$ cat config.mk
export PLATFORM = sky130hd
export DESIGN_NAME = core_sequencer_flat
export DESIGN_NICKNAME = d
export VERILOG_FILES = /design/src/rtl/core_inst_pkg.sv /design/src/rtl/core_sequencer_if.sv /design/src/rtl/core_inst_pack.sv /design/src/rtl/core_sequencer.sv /design/src/flat_wrapper.sv
export SDC_FILE = /design/constraint.sdc
export NUM_CORES = 1
export LEC_CHECK = 0
export BUFFER_PORTS_ARGS = -buffer_cell sky130_fd_sc_hd__clkbuf_2
export CAP_MARGIN = 20
export CELL_PAD_IN_SITES_DETAIL_PLACEMENT = 0
export CELL_PAD_IN_SITES_GLOBAL_PLACEMENT = 2
export CORE_MARGIN = 4
export CORE_UTILIZATION = 31
export DETAILED_ROUTE_END_ITERATION = 10
export GPL_TIMING_DRIVEN = 0
export PLACE_DENSITY = 0.79
export SYNTH_ARGS = -nofsm -noshare
export SYNTH_HDL_FRONTEND = slang
export SYNTH_HIERARCHICAL = 1
export SYNTH_SLANG_ARGS = --single-unit
$ cat constraint.sdc
create_clock -name clk -period 3.99 [get_ports clk]
set_clock_uncertainty 0.1 [all_clocks]
set_input_delay 0.399 -clock clk [delete_from_list [all_inputs] [get_ports clk]]
set_output_delay 0.399 -clock clk [all_outputs]
set_load 0.05 [all_outputs]
$ cat src/rtl/core_inst_pkg.sv
// core_inst_pkg
// Shared definitions for the core instruction word and its tile sequencer:
//   - array / memory geometry localparams
//   - bit positions and field slices of the 64-bit core instruction word
//   - IDLE_WORD: every memory deselected, no strobes active
//   - sequencer state and drain sub-step enums
//   - ctrl_t: named control strobes consumed by core_inst_pack
// No ports (package).
package core_inst_pkg;

    localparam int ROW      = 8;
    localparam int COL      = 8;
    localparam int ADDR_W   = 11;
    localparam int L0_DEPTH = 64;
    localparam int LEN_W    = 7;
    localparam int INST_W   = 64;

    // Instruction word bit positions
    localparam int B_LOAD        = 0;
    localparam int B_EXECUTE     = 1;
    localparam int B_L0_WR       = 2;
    localparam int B_L0_RD       = 3;
    localparam int B_IFIFO_RD    = 4;
    localparam int B_IFIFO_WR    = 5;
    localparam int B_OFIFO_RD    = 6;
    localparam int A_XMEM_LSB    = 7;
    localparam int A_XMEM_MSB    = 17;
    localparam int B_WEN_XMEM    = 18;
    localparam int B_CEN_XMEM    = 19;
    localparam int A_PMEM_LSB    = 20;
    localparam int A_PMEM_MSB    = 30;
    localparam int B_WEN_PMEM    = 31;
    localparam int B_CEN_PMEM    = 32;
    localparam int B_ACC         = 33;
    localparam int B_PASSTHROUGH = 34;
    localparam int B_REN_PMEM    = 35;
    localparam int B_OS_MODE     = 36;   // 0: weight stationary
    localparam int B_RECALL      = 37;   // psum recall, unused here
    localparam int B_RECALL_ACC  = 38;   // psum recall accumulate, unused here
    localparam int B_PASS_PSUM   = 39;
    localparam int B_DEBUG       = 63;

    // CEN_xmem, WEN_xmem, CEN_pmem, WEN_pmem high; everything else low.
    localparam logic [INST_W-1:0] IDLE_WORD = 64'h0000_0001_800C_0000;

    typedef enum logic [2:0] {
        S_IDLE     = 3'd0,
        S_W_FETCH  = 3'd1,
        S_W_LOAD   = 3'd2,
        S_W_SETTLE = 3'd3,
        S_X_FETCH  = 3'd4,
        S_X_EXEC   = 3'd5,
        S_DRAIN    = 3'd6,
        S_DONE     = 3'd7
    } state_t;

    // What the current DRAIN cycle is doing for vector r_idx.
    typedef enum logic [1:0] {
        D_STALL = 2'd0,
        D_RD    = 2'd1,
        D_WR    = 2'd2
    } drain_op_t;

    // Raw levels; cen/wen are active-low exactly as they sit in the word.
    typedef struct packed {
        logic load;
        logic execute;
        logic l0_wr;
        logic l0_rd;
        logic ofifo_rd;
        logic cen_xmem;
        logic wen_xmem;
        logic cen_pmem;
        logic wen_pmem;
        logic ren_pmem;
        logic acc;
        logic passthrough;
    } ctrl_t;

    function automatic logic [LEN_W-1:0] clamp_len(input logic [LEN_W-1:0] n);
        return (n > LEN_W'(L0_DEPTH)) ? LEN_W'(L0_DEPTH) : n;
    endfunction

endpackage

$ cat src/rtl/core_sequencer_if.sv
// core_sequencer_if
// Tile request / status bundle between a requester and core_sequencer.
//   start       requester -> seq  tile request
//   w_base      requester -> seq  xmem address of kernel row 0
//   x_base      requester -> seq  xmem address of activation vector 0
//   p_base      requester -> seq  pmem address of psum vector 0
//   n_vec       requester -> seq  activation vector count
//   accumulate  requester -> seq  1: psum += ofifo, 0: psum = ofifo
//   ofifo_valid core      -> seq  OFIFO holds a readable vector
//   busy/done   seq -> requester  status
//   inst        seq -> core       registered instruction word
// Handshake: start is a single-sided request, accepted on any rising clock
// edge where busy is low; the config fields are captured on that same edge.
// A start seen while busy is high (including the DONE cycle) is dropped.
interface core_sequencer_if;
    import core_inst_pkg::*;

    logic                start;
    logic [ADDR_W-1:0]   w_base;
    logic [ADDR_W-1:0]   x_base;
    logic [ADDR_W-1:0]   p_base;
    logic [LEN_W-1:0]    n_vec;
    logic                accumulate;
    logic                ofifo_valid;
    logic                busy;
    logic                done;
    logic [INST_W-1:0]   inst;

    modport master (
        output start, w_base, x_base, p_base, n_vec, accumulate, ofifo_valid,
        input  busy, done, inst
    );

    modport slave (
        input  start, w_base, x_base, p_base, n_vec, accumulate, ofifo_valid,
        output busy, done, inst
    );

endinterface

$ cat src/rtl/core_inst_pack.sv
// core_inst_pack
// Combinational encoder: named control strobes plus the xmem/pmem addresses
// into the 64-bit core instruction word. Mode, recall, pass_psum, ififo and
// debug bits are tied low.
//   i_ctrl    control strobes (ctrl_t)
//   i_a_xmem  xmem address
//   i_a_pmem  pmem address
//   o_inst    instruction word
module core_inst_pack
    import core_inst_pkg::*;
(
    input  ctrl_t              i_ctrl,
    input  logic [ADDR_W-1:0]  i_a_xmem,
    input  logic [ADDR_W-1:0]  i_a_pmem,
    output logic [INST_W-1:0]  o_inst
);

    always_comb begin
        o_inst                          = '0;
        o_inst[B_LOAD]                  = i_ctrl.load;
        o_inst[B_EXECUTE]               = i_ctrl.execute;
        o_inst[B_L0_WR]                 = i_ctrl.l0_wr;
        o_inst[B_L0_RD]                 = i_ctrl.l0_rd;
        o_inst[B_OFIFO_RD]              = i_ctrl.ofifo_rd;
        o_inst[A_XMEM_MSB:A_XMEM_LSB]   = i_a_xmem;
        o_inst[B_WEN_XMEM]              = i_ctrl.wen_xmem;
        o_inst[B_CEN_XMEM]              = i_ctrl.cen_xmem;
        o_inst[A_PMEM_MSB:A_PMEM_LSB]   = i_a_pmem;
        o_inst[B_WEN_PMEM]              = i_ctrl.wen_pmem;
        o_inst[B_CEN_PMEM]              = i_ctrl.cen_pmem;
        o_inst[B_ACC]                   = i_ctrl.acc;
        o_inst[B_PASSTHROUGH]           = i_ctrl.passthrough;
        o_inst[B_REN_PMEM]              = i_ctrl.ren_pmem;
    end

endmodule

$ cat src/rtl/core_sequencer.sv
// core_sequencer
// Drives the core instruction bus for one weight-stationary tile:
// fetch kernel rows into L0, shift them into the PE array, let them settle,
// fetch and execute n_vec activation vectors, then drain the OFIFO into
// psum SRAM (overwrite or read-modify-write).
//   clk          clock
//   reset        synchronous, active-high
//   bus          core_sequencer_if.slave (start/config/ofifo_valid in,
//                busy/done/inst out)
//   o_dbg_state  current FSM state
// The instruction word is registered and is computed from the *next* state,
// so the word belonging to a state appears in the same cycle as that state.
module core_sequencer
    import core_inst_pkg::*;
(
    input  logic              clk,
    input  logic              reset,
    core_sequencer_if.slave   bus,
    output state_t            o_dbg_state
);

    localparam logic [LEN_W-1:0] ONE = LEN_W'(1);

    state_t             r_state, w_state_nxt;
    drain_op_t          r_op, w_op_nxt, w_vec_op;
    logic [LEN_W-1:0]   r_cnt, w_cnt_nxt;      // cycles left in phase after this one
    logic [LEN_W-1:0]   r_idx, w_idx_nxt;      // fetch row/vector or drain vector
    logic [ADDR_W-1:0]  r_w_base, r_x_base, r_p_base;
    logic [LEN_W-1:0]   r_n;
    logic               r_acc;
    logic [INST_W-1:0]  r_inst, w_inst;
    logic               w_accept;
    logic [LEN_W-1:0]   w_n_in;
    logic [ADDR_W-1:0]  w_w_base_eff;
    logic [ADDR_W-1:0]  w_a_xmem, w_a_pmem;
    ctrl_t              w_ctrl;

    assign w_accept     = (r_state == S_IDLE) && bus.start;
    assign w_n_in       = clamp_len(bus.n_vec);
    // The first W_FETCH word is built on the accepting edge, before r_w_base holds it.
    assign w_w_base_eff = (r_state == S_IDLE) ? bus.w_base : r_w_base;
    // A vector's first drain cycle only goes out when the OFIFO has data.
    assign w_vec_op     = !bus.ofifo_valid ? D_STALL : (r_acc ? D_RD : D_WR);

    // Next state and phase counters
    always_comb begin
        w_state_nxt = r_state;
        w_cnt_nxt   = r_cnt;
        w_idx_nxt   = r_idx;
        w_op_nxt    = r_op;
        case (r_state)
            S_IDLE: begin
                if (bus.start) begin
                    w_idx_nxt = '0;
                    w_op_nxt  = D_STALL;
                    if (w_n_in == '0) begin
                        w_state_nxt = S_DONE;
                        w_cnt_nxt   = '0;
                    end else begin
                        w_state_nxt = S_W_FETCH;
                        w_cnt_nxt   = LEN_W'(ROW);      // ROW+1 cycles
                    end
                end
            end
            S_W_FETCH: begin
                if (r_cnt == '0) begin
                    w_state_nxt = S_W_LOAD;
                    w_cnt_nxt   = LEN_W'(ROW - 1);
                    w_idx_nxt   = '0;
                end else begin
                    w_cnt_nxt = r_cnt - ONE;
                    w_idx_nxt = r_idx + ONE;
                end
            end
            S_W_LOAD: begin
                if (r_cnt == '0) begin
                    w_state_nxt = S_W_SETTLE;
                    w_cnt_nxt   = LEN_W'(COL - 1);
                end else begin
                    w_cnt_nxt = r_cnt - ONE;
                end
            end
            S_W_SETTLE: begin
                if (r_cnt == '0) begin
                    w_state_nxt = S_X_FETCH;
                    w_cnt_nxt   = r_n;                  // n_vec+1 cycles
                    w_idx_nxt   = '0;
                end else begin
                    w_cnt_nxt = r_cnt - ONE;
                end
            end
            S_X_FETCH: begin
                if (r_cnt == '0) begin
                    w_state_nxt = S_X_EXEC;
                    w_cnt_nxt   = r_n - ONE;
                    w_idx_nxt   = '0;
                end else begin
                    w_cnt_nxt = r_cnt - ONE;
                    w_idx_nxt = r_idx + ONE;
                end
            end
            S_X_EXEC: begin
                if (r_cnt == '0) begin
                    w_state_nxt = S_DRAIN;
                    w_idx_nxt   = '0;
                    w_op_nxt    = w_vec_op;
                end else begin
                    w_cnt_nxt = r_cnt - ONE;
                end
            end
            S_DRAIN: begin
                case (r_op)
                    D_RD: w_op_nxt = D_WR;
                    D_WR: begin
                        if ((r_idx + ONE) == r_n) begin
                            w_state_nxt = S_DONE;
                            w_op_nxt    = D_STALL;
                            w_idx_nxt   = '0;
                        end else begin
                            w_idx_nxt = r_idx + ONE;
                            w_op_nxt  = w_vec_op;
                        end
                    end
                    default: w_op_nxt = w_vec_op;       // retry the stalled vector
                endcase
            end
            S_DONE:  w_state_nxt = S_IDLE;
            default: w_state_nxt = S_IDLE;
        endcase
    end

    // Strobes for the word that goes out with the next state
    always_comb begin
        w_ctrl          = '0;
        w_ctrl.cen_xmem = 1'b1;
        w_ctrl.wen_xmem = 1'b1;
        w_ctrl.cen_pmem = 1'b1;
        w_ctrl.wen_pmem = 1'b1;
        w_a_xmem        = '0;
        w_a_pmem        = '0;
        case (w_state_nxt)
            S_W_FETCH: begin
                // xmem read latency is 1, so the L0 write trails by a cycle
                if (w_idx_nxt < LEN_W'(ROW)) begin
                    w_ctrl.cen_xmem = 1'b0;
                    w_a_xmem        = w_w_base_eff + ADDR_W'(w_idx_nxt);
                end
                w_ctrl.l0_wr = (w_idx_nxt != '0);
            end
            S_W_LOAD: begin
                w_ctrl.load  = 1'b1;
                w_ctrl.l0_rd = 1'b1;
            end
            S_X_FETCH: begin
                if (w_idx_nxt < r_n) begin
                    w_ctrl.cen_xmem = 1'b0;
                    w_a_xmem        = r_x_base + ADDR_W'(w_idx_nxt);
                end
                w_ctrl.l0_wr = (w_idx_nxt != '0);
            end
            S_X_EXEC: begin
                w_ctrl.execute = 1'b1;
                w_ctrl.l0_rd   = 1'b1;
            end
            S_DRAIN: begin
                case (w_op_nxt)
                    D_RD: begin
                        w_ctrl.cen_pmem = 1'b0;
                        w_ctrl.ren_pmem = 1'b1;
                        w_a_pmem        = r_p_base + ADDR_W'(w_idx_nxt);
                    end
                    D_WR: begin
                        w_ctrl.cen_pmem    = 1'b0;
                        w_ctrl.wen_pmem    = 1'b0;
                        w_ctrl.ofifo_rd    = 1'b1;
                        w_ctrl.acc         = r_acc;
                        w_ctrl.passthrough = !r_acc;
                        w_a_pmem           = r_p_base + ADDR_W'(w_idx_nxt);
                    end
                    default: ;
                endcase
            end
            default: ;
        endcase
    end

    core_inst_pack u_pack (
        .i_ctrl   (w_ctrl),
        .i_a_xmem (w_a_xmem),
        .i_a_pmem (w_a_pmem),
        .o_inst   (w_inst)
    );

    always_ff @(posedge clk) begin
        if (reset) begin
            r_state  <= S_IDLE;
            r_cnt    <= '0;
            r_idx    <= '0;
            r_op     <= D_STALL;
            r_inst   <= IDLE_WORD;
            r_w_base <= '0;
            r_x_base <= '0;
            r_p_base <= '0;
            r_n      <= '0;
            r_acc    <= 1'b0;
        end else begin
            r_state <= w_state_nxt;
            r_cnt   <= w_cnt_nxt;
            r_idx   <= w_idx_nxt;
            r_op    <= w_op_nxt;
            r_inst  <= w_inst;
            if (w_accept) begin
                r_w_base <= bus.w_base;
                r_x_base <= bus.x_base;
                r_p_base <= bus.p_base;
                r_n      <= w_n_in;
                r_acc    <= bus.accumulate;
            end
        end
    end

    assign bus.inst    = r_inst;
    assign bus.busy    = (r_state != S_IDLE);
    assign bus.done    = (r_state == S_DONE);
    assign o_dbg_state = r_state;

endmodule

$ cat src/flat_wrapper.sv
// flat-port wrapper written by rule: the top's interface ports become plain ports
module core_sequencer_flat import core_inst_pkg::*;
  (clk, reset, o_dbg_state, bus_start, bus_w_base, bus_x_base, bus_p_base, bus_n_vec, bus_accumulate, bus_ofifo_valid, bus_busy, bus_done, bus_inst);
  core_sequencer_if bus_i ();
  input  logic clk;
  input  logic reset;
  output state_t o_dbg_state;
  input wire logic [$bits(bus_i.start)-1:0] bus_start;
  input wire logic [$bits(bus_i.w_base)-1:0] bus_w_base;
  input wire logic [$bits(bus_i.x_base)-1:0] bus_x_base;
  input wire logic [$bits(bus_i.p_base)-1:0] bus_p_base;
  input wire logic [$bits(bus_i.n_vec)-1:0] bus_n_vec;
  input wire logic [$bits(bus_i.accumulate)-1:0] bus_accumulate;
  input wire logic [$bits(bus_i.ofifo_valid)-1:0] bus_ofifo_valid;
  output wire logic [$bits(bus_i.busy)-1:0] bus_busy;
  output wire logic [$bits(bus_i.done)-1:0] bus_done;
  output wire logic [$bits(bus_i.inst)-1:0] bus_inst;
  assign bus_i.start = bus_start;
  assign bus_i.w_base = bus_w_base;
  assign bus_i.x_base = bus_x_base;
  assign bus_i.p_base = bus_p_base;
  assign bus_i.n_vec = bus_n_vec;
  assign bus_i.accumulate = bus_accumulate;
  assign bus_i.ofifo_valid = bus_ofifo_valid;
  assign bus_busy = bus_i.busy;
  assign bus_done = bus_i.done;
  assign bus_inst = bus_i.inst;
  core_sequencer u_core (.clk(clk), .reset(reset), .bus(bus_i), .o_dbg_state(o_dbg_state));
endmodule
==> out/qor.txt, run 1 <==
1st-pass router iterations: 5
EDFF count, synth: 0
CTS tree: yes
MaxCap Viol Count: 0
Number of port buffers: 113
Synth top area cells: dfxtp_1 35%, buf_4 7.0%, nand2_1 6.8%
Worst Setup Slack, final: -4.47 ps
Worst Setup End Kind: register
Htree depth: 4
Register area share after synthesis: 0.349
Utilization after layout: 0.426
Power Dens Cells: 654 nW/µm²
Startpoint Class: register
Post-synthesis area per instance: 8.23 µm²
Num ports: 114
Antenna diode count: 0
Min Tclk post-route: 3990 ps
Final RePlAce weighted congestion: 0.819
FFs w/ async S/R, synth: 0
ANT nets after route: 0
Register area: 2500 µm²
Routed via count: 6496
CP arrival: 4190 ps
Core area: 22600 µm²
Max VDD drop: 0.334 mV
Worst hold path class: primary input to register
Netlist cell types: 76
Commonest cells post-synth: 128 x nand2_1, 124 x dfxtp_1, 74 x a21oi_1, 66 x buf_4, 64 x nor2b_1
Total grt overflow: 0
First-pass GRT wire length: 33.4 mm
Largest net degree at the start of global routing: 17
Die area: 25400 µm²
Layout cell share with drive strength beyond 1: 0.349
Number of synthesized register bits: 124
Initial antenna violation count: 0
Warning count from the yosys run: 6
Slew margin rel.: 0.471
Setup TNS: -4.47 ps
Clk buf depth: 2
Slew @ Worst Pin: 793 ps
Total GRT Usage: 0.164
Die X: 160 µm
Fill cell total of the finished layout: 2276
Worst-Skew Late Latency: 410 ps
First DRT Iteration DRCs: 323
Top-count cell post-synth: nand2_1
Multi-input gate area in the final layout: 4430 µm²
FMAX: 250 MHz
Final setup fails: 1
Hold Vio Cnt, Final: 0
Placed Cells: 1292
Die Y: 160 µm
Run status: finished with violations
CTS Hold Bufs: 0
Sink Count: 124
Final Max Slew Viols: 0
Area delta synth->final: 35.5%
Setup repair after global routing missed its margin: yes
Worst path required time: 4180 ps
Total CTS buffers: 17
Hold slack: 99.3 ps
Post-synth top flop: dfxtp_1
Synth top area share: 0.349
DR WL/cell: 16.0 µm
Nets@finish: 1151
Failing checks: negative setup slack
Largest area contributor in the netlist: dfxtp_1
Final std cells w/o fill: 1366
DRC Markers: 0
Critical path type: register to register
Initial Util: 0.314
Routed wire length: 21.9 mm
FP Rows: 55
CTS root buffer: clkbuf_16
Via density: 4.76
Leak Pwr: 4.14 nW
DPL Wire Length: 15.7 mm
Syn Inst Count: 865
Fin crit share: 1.00
Worst-path clk slew: 60 ps
CP max FO: 7
Vias in the first global route: 6131
Post-Syn Area: 7120 µm²
report_power, final:
part           total, mW  switching (mW)  internal (mW)
Sequential          1.60           0.165           1.43
Clock               1.56           0.608          0.956
Combinational       3.14            1.88           1.26
cell type report:
class                      instances  share of cell area
clock buffer                      19              0.0470
sequential                       124               0.259
inverter                          35              0.0144
clock inverter                    12              0.0141
multi-input combinational        630               0.459
buffer                            96              0.0638
tap                              285              0.0370
timing repair buffer             165               0.105
metrics by stage:
step / worst slack [ps] / cell area (µm²) / total power, mW
after floorplan: -0.111 / 7240 / 3.56
after global placement: -884 / 8170 / 4.26
after detailed placement: -921 / 8170 / 4.25
after CTS: -45.6 / 9160 / 6.11
after global routing: -138 / 9640 / 6.65
final: -4.47 / 9640 / 6.30
state kept, by name, indices dropped and copies added, names as in the netlist:
register	cells
u_core/r_p_base	11
u_core/r_n	7
u_core/r_acc	1
u_core/bus.inst	64
u_core/o_dbg_state	3
u_core/r_idx	7
u_core/r_op	2
u_core/r_w_base	11
u_core/r_x_base	11
u_core/r_cnt	7
logic make-up (layout without fill, tap and decap cells):
| group | after synthesis | in the layout | share of synthesized area |
|---|---|---|---|
| adders and majority gates | 37 | 37 | 0.0682 |
| buffers and inverters | 140 | 327 | 0.111 |
| xor gates and xnor gates | 36 | 36 | 0.0443 |
| muxes | 7 | 7 | 0.00985 |
| other | 2 | 31 | 0.00106 |
| AOI/OAI and AO/OA | 197 | 197 | 0.193 |
| and+or+nand+nor | 322 | 322 | 0.224 |
| DFF | 124 | 124 | 0.349 |
cells in the final DEF (no fill, tap or decap), types with 5 or more instances in the layout:
master	synthesis	routed
buf_4	66	104
nor3_1	16	15
dfxtp_2	0	7
dfxtp_1	124	114
conb_1	2	31
xnor2_1	26	20
mux2i_1	7	6
ha_4	0	6
nand3_1	10	7
o32ai_2	9	10
nand3b_1	8	8
buf_6	1	6
nor2_1	48	42
and2_1	6	6
ha_1	34	25
o21ai_0	30	22
a21o_1	14	13
xnor2_2	0	6
clkbuf_2	0	114
nand2b_1	6	6
nand2_1	128	126
inv_1	33	29
a21oi_2	1	7
clkbuf_1	31	27
or2_2	7	7
xor2_1	10	10
nor2b_1	64	60
clkbuf_16	0	17
a21oi_1	74	67
buf_2	5	5
metal layers:
| metal | vias to the layer above | wire [µm] | track usage |
|---|---|---|---|
| met2 | 159 | 10600 | 0.274 |
| met4 | 0 | 255 | 0.0379 |
| li1 | 3282 | - | - |
| met5 | - | 0 | 0 |
| met1 | 3037 | 10100 | 0.217 |
| met3 | 18 | 977 | 0.0360 |
worst paths after layout:
check / start / end / slack [ps] / cells after the start
worst max-delay path: u_core/r_n[5] / u_core/bus.inst[19] / -4 / 17
worst min-delay path: bus_x_base[6] / u_core/r_x_base[6] / 100 / 3
worst max register to register: u_core/r_n[5] / u_core/bus.inst[19] / -4 / 17
worst min register to register: u_core/r_w_base[6] / u_core/r_w_base[6] / 350 / 2
worst max-delay path, cell delays in order (launching register included):
cell and delay, ps:
dfxtp_2 360, xnor2_2 330, and3_1 270, o21ai_4 90, buf_4 170, a211oi_4 250
buf_4 160, o31a_1 250, inv_4 110, ha_1 300, a21o_1 180, a21o_1 180
a221oi_2 240, o2111ai_2 200, buf_6 190, o21a_1 100, buf_4 130, or2_2 260
what timing repair did:
action | CTS | global route
setup endpoints to repair | 19 | 17
endpoints found under the hold margin | 0 | 0
pin swaps | 21 | 45
gates resized for setup | 66 | 52
setup buffers | 19 | 33
No activity file was read; power rests on OpenSTA's default activity.
==> run 2: changes to the inputs <==
--- a/config.mk
+++ b/config.mk
@@ -10,10 +10,10 @@
 export CELL_PAD_IN_SITES_DETAIL_PLACEMENT = 0
 export CELL_PAD_IN_SITES_GLOBAL_PLACEMENT = 2
 export CORE_MARGIN = 4
-export CORE_UTILIZATION = 31
+export CORE_UTILIZATION = 34
 export DETAILED_ROUTE_END_ITERATION = 10
 export GPL_TIMING_DRIVEN = 0
-export PLACE_DENSITY = 0.79
+export PLACE_DENSITY = 0.82
 export SYNTH_ARGS = -nofsm -noshare
 export SYNTH_HDL_FRONTEND = slang
 export SYNTH_HIERARCHICAL = 1
==> constraint.sdc (replaced) <==
create_clock -name clk -period 4.1 [get_ports clk]
set_clock_uncertainty 0.1 [all_clocks]
set_input_delay 0.41 -clock clk [delete_from_list [all_inputs] [get_ports clk]]
set_output_delay 0.41 -clock clk [all_outputs]
set_load 0.05 [all_outputs]
==> run 2 against run 1 <==
  * The run now ends clean
  * Die area fell by 8.4%
  * Routed wire length fell by 2.5%
  * Critical path depth is 2 higher
  * Worst setup slack improved by 55 ps
  * Via count down 1.5%
  * Hold slack improved by 9.5 ps
==> out/qor.txt, run 2 (synthesized netlist as in run 1, its figures left out) <==
Register area: 2500 µm² (about the same)
MaxCap Viol Count: 0 (unchanged)
Setup TNS: 0 ps (+4.47 ps)
Min Tclk post-route: 4050 ps (+55.2 ps)
Initial antenna violation count: 0 (unchanged)
Die X: 153 µm (-4.3%)
Vias in the first global route: 6150 (+0.31%)
Core area: 20400 µm² (-9.8%)
Fin crit share: 0.988 (-0.0134)
Antenna diode count: 0 (unchanged)
RR Startpoint: u_core/r_cnt[0]
Layout cell share with drive strength beyond 1: 0.324 (-0.0245)
CP max FO: 8 (+1)
Power Dens Cells: 643 nW/µm² (-1.7%)
Placed Cells: 1277 (-1.2%)
FMAX: 247 MHz (-1.4%)
Num ports: 114 (unchanged)
Total CTS buffers: 17 (unchanged)
DRC Markers: 0 (unchanged)
First DRT Iteration DRCs: 358 (+11%)
Worst hold path class: primary input to register
Run status: finished clean
CTS root buffer: clkbuf_16
Setup repair after global routing missed its margin: yes
Max VDD drop: 0.331 mV (-0.93%)
Number of port buffers: 113 (unchanged)
R2R depth: 19 (+2)
Crit path launch: u_core/r_cnt[0]
First-pass GRT wire length: 33.7 mm (+0.78%)
CP arrival: 4250 ps (+60 ps)
Slew @ Worst Pin: 706 ps (-87.3 ps)
Max reg flops: 64 (unchanged)
Critical path type: register to register
ANT nets after route: 0 (unchanged)
Final RePlAce weighted congestion: 0.846 (+3.3%)
Total grt overflow: 0 (unchanged)
Clk buf depth: 2 (unchanged)
Gr busiest metal: met2
FP Rows: 52 (-5.5%)
Final setup fails: 0 (-1)
Final instance area: 9370 µm² (-2.8%)
Die area: 23300 µm² (-8.4%)
1st-pass router iterations: 5 (unchanged)
Nets@finish: 1136 (-1.3%)
Worst reg2reg endpoint: u_core/bus.inst[19]
Initial Util: 0.348 (+0.0340)
Hold slack: 109 ps (+9.49 ps)
Met3 Use GR: 0.0307 (-0.00531)
CTS tree: yes
Final std cells w/o fill: 1337 (-2.1%)
Die Y: 153 µm (-4.3%)
Worst-Skew Late Latency: 410 ps (about the same)
Multi-input gate area in the final layout: 4320 µm² (-2.5%)
CTS Hold Bufs: 0 (unchanged)
Fill cell total of the finished layout: 2098 (-7.8%)
Setup crit end: u_core/bus.inst[19]
Leak Pwr: 4.06 nW (-2.1%)
Total GRT Usage: 0.179 (+0.0151)
Largest net degree at the start of global routing: 17 (unchanged)
Final Max Slew Viols: 0 (unchanged)
Area delta synth->final: 31.7%
DR WL/cell: 16.0 µm (-0.37%)
Sink Count: 124 (unchanged)
Worst path required time: 4300 ps (+120 ps)
Hold Vio Cnt, Final: 0 (unchanged)
Startpoint Class: register
Htree depth: 4 (unchanged)
Reg2reg setup slack: 50 ps (+50 ps)
Commonest cells after routing, fill and taps aside: 126 x nand2_1, 115 x dfxtp_1, 114 x clkbuf_2
Routed via count: 6399 (-1.5%)
M2 GR Usage: 0.301 (+0.0264)
Most common cell after layout, fill and taps aside: nand2_1
Slew margin rel.: 0.529 (+0.0582)
Met1 usage: 0.239 (+0.0228)
Via density: 4.79 (+0.64%)
Worst Setup End Kind: register
DPL Wire Length: 15.6 mm (-0.81%)
Routed wire length: 21.4 mm (-2.5%)
Utilization after layout: 0.459 (+0.0327)
Worst-path clk slew: 60 ps (about the same)
DP Area: 8130 µm² (-0.43%)
-- run 2: repair_timing --
item / in CTS / in global routing
pin swaps: 12 / 33
resized for setup: 60 / 42
setup buffers: 10 / 24
endpoints found under the setup margin: 18 / 17
-- run 2: critical path: stages, from the launching register on --
cell       delay (ps)
dfxtp_4           360
inv_1              60
ha_4              160
nor3b_4           160
buf_6             130
a221oi_4          460
nor2_2            110
nor2b_2           160
a21oi_2            80
or3_4             420
inv_6             110
buf_4             120
ha_1              230
a21o_1            170
a221oi_2          230
o2111ai_2         180
buf_6             190
o21a_1            110
buf_4             130
or2_2             260
-- run 2: power by group --
part           switching (mW)  internal (mW)  total [mW]
Clock                   0.636          0.917        1.55
Combinational            1.78           1.14        2.92
Sequential              0.158           1.40        1.55
Total                    2.57           3.45        6.02
-- run 2: how the worst min path moves through the flow --
stage / startpoint / to / slack (ps) / cells after the start
after global placement: u_core/r_w_base[1] / u_core/r_w_base[1] / 340 / 2
after floorplan: u_core/r_w_base[10] / u_core/r_w_base[10] / 340 / 2
final: bus_x_base[8] / u_core/r_x_base[8] / 110 / 3
after global routing: bus_x_base[8] / u_core/r_x_base[8] / 100 / 3
after detailed placement: u_core/r_w_base[3] / u_core/r_w_base[3] / 350 / 2
after CTS: bus_p_base[7] / u_core/r_p_base[7] / 90 / 3
-- run 2: layout make-up --
| cell class | instances | share of cell area |
|---|---|---|
| plain buffers | 99 | 0.0684 |
| clock buffers | 17 | 0.0454 |
| clock inverters | 15 | 0.0186 |
| inverters | 35 | 0.0148 |
| multi-input cells | 630 | 0.461 |
| flip-flops and latches | 124 | 0.267 |
| well taps | 270 | 0.0361 |
| repair buffers | 147 | 0.0893 |
-- run 2: per-layer routing --
metal	wire length, µm	vias to the layer above	part of all wire
met5	0	-	0
met4	284	0	0.013
met3	794	20	0.037
met2	10300	139	0.48
met1	10000	2994	0.47
li1	-	3246	-
-- run 2: through the flow --
step,worst slack (ps),total power [mW]
2_1_floorplan,17.4,3.45
3_3_place_gp,-812,4.13
3_5_place_dp,-820,4.13
4_1_cts,0.802,5.89
5_1_grt,-47.7,6.39
6_report,50.3,6.02
